==> config.mk <==
export PLATFORM = sky130hd
export DESIGN_NAME = regfile_scoreboard
export DESIGN_NICKNAME = d
export VERILOG_FILES = /design/src/rtl/regfile_pkg.sv /design/src/rtl/rf_read_port.sv /design/src/rtl/regfile_scoreboard.sv
export SDC_FILE = /design/constraint.sdc
export NUM_CORES = 1
export LEC_CHECK = 0
export BUFFER_PORTS_ARGS = -buffer_cell sky130_fd_sc_hd__buf_2
export CAP_MARGIN = 10
export CORE_ASPECT_RATIO = 1.5
export CORE_UTILIZATION = 64
export DETAILED_ROUTE_END_ITERATION = 10
export HOLD_SLACK_MARGIN = 0.12
export PLACE_DENSITY = 0.85
export SLEW_MARGIN = 10
export SYNTH_ARGS = -nofsm -noshare
export SYNTH_HDL_FRONTEND = slang
export SYNTH_SLANG_ARGS = --single-unit
==> constraint.sdc <==
create_clock -name clk -period 5.95 [get_ports clk]
set_input_delay 0 -clock clk [delete_from_list [all_inputs] [get_ports clk]]
set_output_delay 0 -clock clk [all_outputs]
set_load 0.01 [all_outputs]
==> src/rtl/regfile_pkg.sv <==
// -----------------------------------------------------------------------------
// regfile_pkg
// Shared definitions for the general-purpose register file and its users
// (decode, writeback). Holds the default register width and index width and
// the matching register index / data types.
//
// Contents:
//   DATA_W_DEF  default register width in bits
//   ADDR_W_DEF  default register index width
//   NREGS_DEF   default register count (always 1 << ADDR_W_DEF)
//   reg_idx_t   register index at the default width
//   reg_data_t  register data at the default width
// -----------------------------------------------------------------------------
package regfile_pkg;

   localparam int DATA_W_DEF = 16;
   localparam int ADDR_W_DEF = 3;
   localparam int NREGS_DEF  = 1 << ADDR_W_DEF;

   typedef logic [ADDR_W_DEF-1:0] reg_idx_t;
   typedef logic [DATA_W_DEF-1:0] reg_data_t;

endpackage : regfile_pkg

==> src/rtl/rf_read_port.sv <==
// -----------------------------------------------------------------------------
// rf_read_port
// One combinational read port of the register file: selects a register and
// its pending bit, masks register 0 when it is hardwired to zero, and
// optionally forwards same-cycle writeback data.
//
// Build option:
//   REGFILE_BYPASS_EN  when defined, a write to the addressed register in the
//                      current cycle is forwarded (data = wr_data, busy = 0).
//
// Ports:
//   rd_addr    in   ADDR_W         register index
//   regs_flat  in   NREGS*DATA_W   all register contents, reg i at [i*DATA_W +: DATA_W]
//   pend       in   NREGS          pending bit per register
//   wr_en      in   1              writeback strobe (bypass source)
//   wr_addr    in   ADDR_W         writeback destination (bypass source)
//   wr_data    in   DATA_W         writeback data (bypass source)
//   rd_data    out  DATA_W         selected register value
//   rd_busy    out  1              selected register is pending
// -----------------------------------------------------------------------------
module rf_read_port
   import regfile_pkg::*;
#(
   parameter int DATA_W  = DATA_W_DEF,
   parameter int ADDR_W  = ADDR_W_DEF,
   parameter int NREGS   = NREGS_DEF,
   parameter int R0_ZERO = 1
) (
   input  logic [ADDR_W-1:0]       rd_addr,
   input  logic [NREGS*DATA_W-1:0] regs_flat,
   input  logic [NREGS-1:0]        pend,
   input  logic                    wr_en,
   input  logic [ADDR_W-1:0]       wr_addr,
   input  logic [DATA_W-1:0]       wr_data,
   output logic [DATA_W-1:0]       rd_data,
   output logic                    rd_busy
);

   localparam bit R0_EN = (R0_ZERO != 0);

   logic rd_is_r0;
   assign rd_is_r0 = R0_EN && (rd_addr == '0);

`ifndef REGFILE_BYPASS_EN
   // Write-side inputs only feed the bypass mux.
   logic unused_wr;
   assign unused_wr = ^{wr_en, wr_addr, wr_data};
`endif

   always_comb begin
      // NOTE: every output gets a default on entry so no path leaves it unassigned (no latch).
      rd_data = regs_flat[int'(rd_addr)*DATA_W +: DATA_W];
      rd_busy = pend[rd_addr];
`ifdef REGFILE_BYPASS_EN
      if (wr_en && (wr_addr == rd_addr)) begin
         rd_data = wr_data;
         rd_busy = 1'b0;
      end
`endif
      // Register 0 masking comes last so it also overrides a bypass to r0.
      if (rd_is_r0) begin
         rd_data = '0;
         rd_busy = 1'b0;
      end
   end

endmodule : rf_read_port

==> src/rtl/regfile_scoreboard.sv <==
// -----------------------------------------------------------------------------
// regfile_scoreboard
// General-purpose register file for the Harvard core: two combinational read
// ports, one synchronous write port, and a per-register pending bit that
// decode sets when it issues a long-latency op (claim) and writeback clears
// when the result arrives. busy_cnt is the registered popcount of the
// pending vector.
//
// Build option:
//   REGFILE_BYPASS_EN  forward same-cycle writeback data to the read ports
//                      (handled inside rf_read_port).
//
// Ports:
//   clk         in   1         clock, rising edge
//   rst         in   1         asynchronous active-high reset
//   wr_en       in   1         writeback strobe
//   wr_addr     in   ADDR_W    writeback destination
//   wr_data     in   DATA_W    writeback data
//   rd_addr_a   in   ADDR_W    read port A index
//   rd_data_a   out  DATA_W    read port A data
//   rd_busy_a   out  1         read port A register pending
//   rd_addr_b   in   ADDR_W    read port B index
//   rd_data_b   out  DATA_W    read port B data
//   rd_busy_b   out  1         read port B register pending
//   claim_en    in   1         request to mark claim_addr pending
//   claim_addr  in   ADDR_W    destination to claim
//   claim_ok    out  1         this cycle's claim is accepted
//   busy_cnt    out  ADDR_W+1  number of pending registers
// -----------------------------------------------------------------------------
module regfile_scoreboard
   import regfile_pkg::*;
#(
   parameter int DATA_W  = DATA_W_DEF,
   parameter int ADDR_W  = ADDR_W_DEF,
   parameter int NREGS   = NREGS_DEF,
   parameter int R0_ZERO = 1
) (
   input  logic              clk,
   input  logic              rst,
   input  logic              wr_en,
   input  logic [ADDR_W-1:0] wr_addr,
   input  logic [DATA_W-1:0] wr_data,
   input  logic [ADDR_W-1:0] rd_addr_a,
   output logic [DATA_W-1:0] rd_data_a,
   output logic              rd_busy_a,
   input  logic [ADDR_W-1:0] rd_addr_b,
   output logic [DATA_W-1:0] rd_data_b,
   output logic              rd_busy_b,
   input  logic              claim_en,
   input  logic [ADDR_W-1:0] claim_addr,
   output logic              claim_ok,
   output logic [ADDR_W:0]   busy_cnt
);

   localparam bit R0_EN = (R0_ZERO != 0);

   if (NREGS != (1 << ADDR_W)) begin : g_bad_nregs
      $error("regfile_scoreboard: NREGS must equal 1 << ADDR_W");
   end

   // ---------------------------------------------------------------------------
   // State
   // ---------------------------------------------------------------------------
   logic [DATA_W-1:0] regs_q [NREGS];
   logic [DATA_W-1:0] regs_d [NREGS];
   logic [NREGS-1:0]  pend_q, pend_d;
   logic [ADDR_W:0]   busy_cnt_q, busy_cnt_d;

   // ---------------------------------------------------------------------------
   // Write / claim qualification
   // ---------------------------------------------------------------------------
   logic wr_is_r0, claim_is_r0;
   logic wr_eff, claim_eff;
   logic claim_same_as_wr;
   logic cnt_inc, cnt_dec;

   assign wr_is_r0         = R0_EN && (wr_addr == '0);
   assign claim_is_r0      = R0_EN && (claim_addr == '0);
   assign claim_same_as_wr = wr_en && (wr_addr == claim_addr);

   // A claim on a pending register is accepted only when writeback retires
   // that same register on this edge: the old op finishes, the new one starts.
   assign claim_ok = (claim_en && !pend_q[claim_addr]) || (claim_en && claim_same_as_wr);

   // Hardwired r0 accepts writes and claims on the bus but keeps no state.
   assign wr_eff    = wr_en && !wr_is_r0;
   assign claim_eff = claim_ok && !claim_is_r0;

   // Counter moves only when the pending vector's popcount really changes:
   // a claim that sets a clear bit, or a write that clears a set bit that is
   // not simultaneously re-claimed.
   assign cnt_inc = claim_eff && !pend_q[claim_addr];
   assign cnt_dec = wr_eff && pend_q[wr_addr] && !(claim_eff && (claim_addr == wr_addr));

   // ---------------------------------------------------------------------------
   // Next state
   // ---------------------------------------------------------------------------
   always_comb begin
      // NOTE: always_comb uses blocking assignments so the later claim update can override the write's clear of the same bit.
      regs_d     = regs_q;
      pend_d     = pend_q;
      busy_cnt_d = busy_cnt_q;

      if (wr_eff) begin
         regs_d[wr_addr] = wr_data;
         pend_d[wr_addr] = 1'b0;
      end
      // Claim is applied after the write: same-address claim wins.
      if (claim_eff) begin
         pend_d[claim_addr] = 1'b1;
      end

      if (cnt_inc && !cnt_dec) begin
         busy_cnt_d = busy_cnt_q + {{ADDR_W{1'b0}}, 1'b1};
      end else if (cnt_dec && !cnt_inc) begin
         busy_cnt_d = busy_cnt_q - {{ADDR_W{1'b0}}, 1'b1};
      end
   end

   // ---------------------------------------------------------------------------
   // Registers
   // ---------------------------------------------------------------------------
   // NOTE: the storage array is reset because reads after reset must return 0; this forces flops rather than a RAM macro.
   always_ff @(posedge clk or posedge rst) begin
      if (rst) begin
         for (int i = 0; i < NREGS; i++) begin
            regs_q[i] <= '0;
         end
         pend_q     <= '0;
         busy_cnt_q <= '0;
      end else begin
         // NOTE: sequential state uses non-blocking assignments so all flops update from pre-edge values.
         regs_q     <= regs_d;
         pend_q     <= pend_d;
         busy_cnt_q <= busy_cnt_d;
      end
   end

   assign busy_cnt = busy_cnt_q;

   // ---------------------------------------------------------------------------
   // Read ports
   // ---------------------------------------------------------------------------
   logic [NREGS*DATA_W-1:0] regs_flat;

   for (genvar g = 0; g < NREGS; g++) begin : g_flat
      assign regs_flat[g*DATA_W +: DATA_W] = regs_q[g];
   end

   rf_read_port #(
      .DATA_W  (DATA_W),
      .ADDR_W  (ADDR_W),
      .NREGS   (NREGS),
      .R0_ZERO (R0_ZERO)
   ) u_port_a (
      .rd_addr   (rd_addr_a),
      .regs_flat (regs_flat),
      .pend      (pend_q),
      .wr_en     (wr_en),
      .wr_addr   (wr_addr),
      .wr_data   (wr_data),
      .rd_data   (rd_data_a),
      .rd_busy   (rd_busy_a)
   );

   rf_read_port #(
      .DATA_W  (DATA_W),
      .ADDR_W  (ADDR_W),
      .NREGS   (NREGS),
      .R0_ZERO (R0_ZERO)
   ) u_port_b (
      .rd_addr   (rd_addr_b),
      .regs_flat (regs_flat),
      .pend      (pend_q),
      .wr_en     (wr_en),
      .wr_addr   (wr_addr),
      .wr_data   (wr_data),
      .rd_data   (rd_data_b),
      .rd_busy   (rd_busy_b)
   );

endmodule : regfile_scoreboard
==> results of run 1 <==
-- path summary, 6_finish.rpt --
check                                          from                        end  slack [ps]  depth (start not counted)
worst min-delay path                  claim_addr[0]        pend_q[5]$_DFF_PP0_         190                          4
worst max register to register  pend_q[5]$_DFF_PP0_    busy_cnt[3]$_DFFE_PP0P_        2780                         10
min in group asynchronous                       rst  regs_flat[81]$_DFFE_PP0P_         310                          3
worst max-delay path            pend_q[5]$_DFF_PP0_    busy_cnt[3]$_DFFE_PP0P_        2780                         10
worst min register to register  pend_q[0]$_DFF_PP0_        pend_q[0]$_DFF_PP0_         380                          0
max in group asynchronous                       rst  regs_flat[40]$_DFFE_PP0P_        4380                          4
-- worst max-delay path, cell delays in order (launching register included) --
cell	delay, ps
dfrtp_1	440
mux4_2	480
and2_1	180
o221ai_1	250
ha_1	250
inv_1	120
ha_1	290
a21o_1	220
a2111oi_0	420
a31oi_1	90
a221o_1	320
-- cell type report --
cell class	instances	area (um^2)	area share (%)
clock inverters	6	133	1.62
inverters	21	81.3	0.991
well taps	144	180	2.19
flip-flops and latches	124	3100	37.8
multi-input cells	332	3630	44.2
clock buffers	25	495	6.04
repair buffers	95	591	7.19
-- per-layer routing --
| metal | part of all wire (%) | up-vias | global-route usage [%] |
|---|---|---|---|
| li1 | - | 2132 | - |
| met3 | 6.8 | 70 | 6.66 |
| met2 | 53 | 251 | 56.0 |
| met5 | 0 | - | 0 |
| met4 | 3.9 | 0 | 19.9 |
| met1 | 36 | 2545 | 39.9 |
-- power groups by stage --
stage | combinational, uW | clock [uW] | sequential, uW
final | 771 | 1100 | 1210
after CTS | 769 | 1100 | 1200
after floorplan | 572 | 0 | 1160
after global placement | 704 | 0 | 1180
after global routing | 830 | 1140 | 1230
after detailed placement | 745 | 0 | 1210
-- sequential cells by signal, summed over array words and instances, names as in the netlist --
| register | cells |
|---|---|
| regs_flat | 112 |
| busy_cnt | 4 |
| pend_q | 8 |
-- per-stage QoR --
step | cell area (um^2) | hold slack (ps) | utilization [%]
detailed placement | 7370 | 222 | 69.2
CTS | 8210 | 159 | 77.1
floorplan | 7080 | 130 | -
global placement | 7370 | 207 | 69.2
finish | 8210 | 187 | 77.1
global route | 8210 | 214 | 77.1
-- cell usage in the layout (no fill, tap or decap), types with 2 or more instances in the layout --
| cell | netlist | final |
|---|---|---|
| xnor2_1 | 2 | 2 |
| buf_2 | 16 | 70 |
| clkbuf_8 | 0 | 4 |
| nor2_1 | 2 | 2 |
| dfrtp_1 | 124 | 124 |
| a211oi_1 | 6 | 6 |
| clkbuf_16 | 0 | 17 |
| a22oi_1 | 17 | 17 |
| mux2_4 | 9 | 9 |
| clkbuf_1 | 11 | 4 |
| inv_1 | 21 | 20 |
| buf_4 | 7 | 4 |
| a221oi_1 | 16 | 16 |
| a21oi_1 | 18 | 18 |
| ha_1 | 3 | 3 |
| nand2_1 | 23 | 23 |
| mux2i_1 | 2 | 2 |
| mux4_2 | 37 | 37 |
| mux2_2 | 135 | 135 |
| nand4b_4 | 3 | 3 |
| nand2b_1 | 3 | 3 |
| a21o_1 | 7 | 7 |
| bufinv_16 | 0 | 4 |
| a211o_1 | 2 | 2 |
| dlygate4sd3_1 | 0 | 21 |
| and4bb_2 | 2 | 2 |
| xnor2_4 | 2 | 2 |
| o21ai_0 | 22 | 22 |
-- logic make-up (layout without fill, tap and decap cells) --
group	Yosys count	after routing	synth area share, %
mux	184	184	35.6
simple gates	42	42	4.15
compound gates	97	97	9.37
flops	124	124	43.8
xor+xnor	5	5	1.26
fa+ha+maj	4	4	0.813
buf+inv	65	147	4.95
-- cell usage after synthesis, drive strengths merged (2+ instances only) --
cell | number | share of area (%)
nand4 | 2 | 0.48
nor3 | 2 | 0.30
nand2 | 23 | 1.2
a211o | 2 | 0.25
mux2i | 2 | 0.28
a21oi | 18 | 1.3
dfrtp | 124 | 44
nand4b | 3 | 1.0
mux4 | 37 | 12
a21boi | 2 | 0.27
and4bb | 2 | 0.35
nand2b | 3 | 0.27
a211oi | 6 | 0.64
buf | 33 | 3.3
ha | 3 | 0.53
nor2 | 2 | 0.11
inv | 21 | 1.1
nor2b | 2 | 0.18
mux2 | 145 | 24
a21o | 7 | 0.74
a221oi | 16 | 2.0
clkbuf | 11 | 0.58
o21ai | 23 | 1.7
a22oi | 17 | 1.8
xnor2 | 5 | 1.3
==> results_dict.tcl, run 1 <==
set metrics [dict create \
    setup_tns_ps 0 \
    hold_viol 0 \
    p_switching_uw 858 \
    hpwl_um 10100 \
    p_per_area_nw_per_um2 375 \
    antenna_found_initial 0 \
    track_usage_pct 33.5 \
    cts_hold_buf 21 \
    setup_slack_ps 2780 \
    synth_warnings 0 \
    rows 46 \
    nNetsFinal 627 \
    cap_violations 0 \
    numCtsBuffers 17 \
    num_vias 4998 \
    clkPwrFrac_pct 35.6 \
    synth_nets 557 \
    syn_avg_cell_area_um2 13.6 \
    drtPass1Iterations 5 \
    syn_inst 521 \
    leakagePower_uw 0.00357 \
    fillCellCount 608 \
    clk_pin_slew_worst_paths_ps 50 \
    drive_above_1_share_pct 49.3 \
    rsz0062_at_grt "false" \
    clock_skew_ps 1.42 \
    postCtsSetupRepairBufs 0 \
    antenna_left 0 \
    initial_core_util_pct 66.5 \
    cts_max_level 4 \
    syn_area_um2 7080 \
    power_frac_seq_pct 39.3 \
    fin_crit_ps 3170 \
    critical_path_class "reg -> reg" \
    p_int_uw 2220 \
    synth.distinct_cells 46 \
    fin_cells 747 \
    hp-class "in -> reg" \
    synth_edf_count 0 \
    grt_pass1_vias 5278 \
    p_comb_share_pct 25.0 \
    core_area_um2 10600 \
    async_flop_share_pct 100 \
    die_area_um2 11500 \
    relSlewSlack_pct 17.7 \
    critPathRequiredTime_ps 6240 \
    cp.arrival_ps 3460 \
    yosysSeqAreaShare_pct 43.8 \
    die_w_um 87.9 \
    totalWireLength_um 17700 \
    synth_flop_cell "dfrtp_1" \
    die_h_um 131 \
    ctsLongestPathBuffers 2 \
    drt-wirelength-per-cell_um 23.8 \
    clock_latency_ps 400 \
    gp_congestion 0.884 \
    run_status "complete, no violations" \
    place_inst 695 \
    cp-end-kind "register" \
    path_max_fanout 6 \
    drt-vias-per-instance 6.69 \
    io_buffer_count 70 \
    setup_viol 0 \
    synth_seq_cells 124 \
    fmax_mhz 316 \
    overflow 0 \
    vdd_drop_max_mv 0.204 \
    p_sw_share_pct 27.9 \
    diodes 0 \
    io_pins 71 \
    tritoncts "built" \
    cts_sinks 124 \
    cp-start-kind "register" \
    drt_iter0_markers 339 \
    dp_slack_ps 2890 \
    cts_resized 0 \
    maxSlewViolCount 0 \
    drcViolationCount 0 \
    total_power_uw 3080 \
    cts_root_buffer "clkbuf_16" \
    syn2layout_area_growth_pct 16.0 \
    finalCritPeriodShare_pct 53.2 \
    grt_pass1_wl_um 28000 \
    worst_pin_slew_ps 1230 \
    grt_max_degree 68 \
]
(Power assumes the default switching activity.)
==> inputs of run 2 (changes only) <==
CORE_UTILIZATION = 54   (was 64)
PLACE_DENSITY = 0.77   (was 0.85)
clock period = 2.7 ns   (was 5.95 ns; I/O delays follow)
==> run 2 against run 1 <==
  * The run now ends with negative setup slack left
  * Hold slack got worse by 40 ps
  * Critical path depth unchanged
  * Register-to-register slack worse by 2800 ps
==> results_dict.tcl, run 2 (same netlist as run 1, synthesis figures left out) <==
set metrics [dict create \
    antenna_left 0 \
    cpMaxStageDelayCell "mux4_2" \
    hpwl_um 11000 \
    clock_skew_ps 3.39 \
    drcViolationCount 0 \
    io_buffer_count 70 \
    place_area_um2 7620 \
    nNetsFinal 648 \
    drtPass1Iterations 6 \
    antenna_found_initial 0 \
    layout_commonest_cell "mux2_2" \
    die_area_um2 13600 \
    cts_sinks 124 \
    finalCritPeriodShare_pct 102 \
    die_w_um 95.5 \
    numCtsBuffers 17 \
    max_stage_delay_ps 480 \
    hp-class "in -> reg" \
    gp_congestion 0.831 \
    crit_chain "mux4_2, mux2_4, nor2_2, ha_2, inv_4, ha_4, a21o_1, a2111oi_4, a31oi_1, a221o_1" \
    fmax_mhz 364 \
    cap_violations 0 \
    grt_pass1_wl_um 28500 \
    drt-vias-per-instance 6.50 \
    maxSlewViolCount 0 \
    grt_max_degree 63 \
    clock_latency_ps 410 \
    setup_slack_ps -48.2 \
    drt-wirelength-per-cell_um 23.1 \
    min_path_cells 4 \
    tritoncts "built" \
    relSlewSlack_pct 36.4 \
    clk_pin_slew_worst_paths_ps 50 \
    cp.arrival_ps 3040 \
    p_per_area_nw_per_um2 817 \
    num_vias 5074 \
    critical_path_class "reg -> reg" \
    die_h_um 142 \
    reg2regPathDepth 10 \
    fin_crit_ps 2750 \
    overflow 0 \
    cp-end-kind "register" \
    run_status "finished, violations left" \
    cts_max_level 4 \
    violations "negative setup slack" \
    track_usage_pct 28.5 \
    diodes 0 \
    totalWireLength_um 18000 \
    worst_pin_slew_ps 953 \
    setup_viol 1 \
    fin_area_um2 8500 \
    drt_iter0_markers 301 \
    vdd_drop_max_mv 0.452 \
    rsz0062_at_grt "true" \
    fillCellCount 887 \
    io_pins 71 \
    syn2layout_area_growth_pct 20.1 \
    ctsLongestPathBuffers 2 \
    core_area_um2 12600 \
    final_core_util_pct 67.2 \
    grt_pass1_vias 5434 \
    cp-start-kind "register" \
    cts_root_buffer "clkbuf_16" \
    leakagePower_uw 0.00369 \
    path_max_fanout 4 \
    largest_reg_flops 112 \
    hold_viol 0 \
    rows 50 \
    r2r_setup_slack_ps -50 \
    drive_above_1_share_pct 53.0 \
    initial_core_util_pct 56.0 \
    final_cell_mix "mux2_2, dfrtp_1, buf_2, mux4_2, nand2_1" \
    critPathRequiredTime_ps 2990 \
]
[run 2: final timing paths]
| check | from | endpoint |
|---|---|---|
| hold reg to reg | pend_q[0]$_DFF_PP0_ | pend_q[0]$_DFF_PP0_ |
| setup reg to reg | pend_q[3]$_DFF_PP0_ | busy_cnt[3]$_DFFE_PP0P_ |
| setup / recovery | pend_q[3]$_DFF_PP0_ | busy_cnt[3]$_DFFE_PP0P_ |
| hold / removal | claim_addr[2] | pend_q[7]$_DFF_PP0_ |
| min in group asynchronous | rst | regs_flat[42]$_DFFE_PP0P_ |
| max in group asynchronous | rst | regs_flat[61]$_DFFE_PP0P_ |
[run 2: where the power goes]
part	switching (uW)	internal (uW)	total, uW
Clock	853	1570	2420
Sequential	358	2290	2650
Combinational	790	1080	1870
Total	2000	4940	6940
[run 2: repair_timing]
| item | in CTS | in global routing |
|---|---|---|
| resized for setup | 3 | 1 |
| hold buffers | 20 | 0 |
| pin swaps | 2 | 2 |
| endpoints found under the setup margin | 1 | 1 |
| buffers inserted | 1 | 2 |
| hold endpoints to repair | 159 | 0 |
[run 2: per-stage QoR]
step	setup TNS (ps)	setup WS, ps	power (uW)	std cells	hold WS [ps]
after global placement	0	27.8	4280	726	229
after floorplan	0	10.3	3870	521	130
after detailed placement	-64.3	-64.3	4440	726	245
final	-48.2	-48.2	6940	781	147
after global routing	-149	-149	7250	781	141
after CTS	-18.7	-18.7	6910	779	125
[run 2: routing by layer]
metal | vias to the layer above | share of wire, % | track usage [%]
met4 | 0 | 2.2 | 12.3
met2 | 237 | 54 | 48.9
li1 | 2172 | - | -
met1 | 2630 | 38 | 34.0
met5 | - | 0 | 0
met3 | 35 | 5.3 | 6.30
[run 2: critical path, delay by kind of cell (launching register included)]
kind	cells	cell delay [ps]
buf+inv	1	60
simple gates	1	80
compound gates	4	900
fa+ha+maj	2	410
flops	1	400
mux	2	780
[run 2: area by class of cell]
cell class / instances / area, um^2 / area share (%)
multi-input cells: 332 / 3680 / 43.4
inverters: 21 / 85.1 / 1.00
clock buffers: 18 / 439 / 5.17
flip-flops and latches: 124 / 3100 / 36.5
well taps: 156 / 195 / 2.30
clock inverters: 14 / 194 / 2.28
repair buffers: 116 / 796 / 9.37
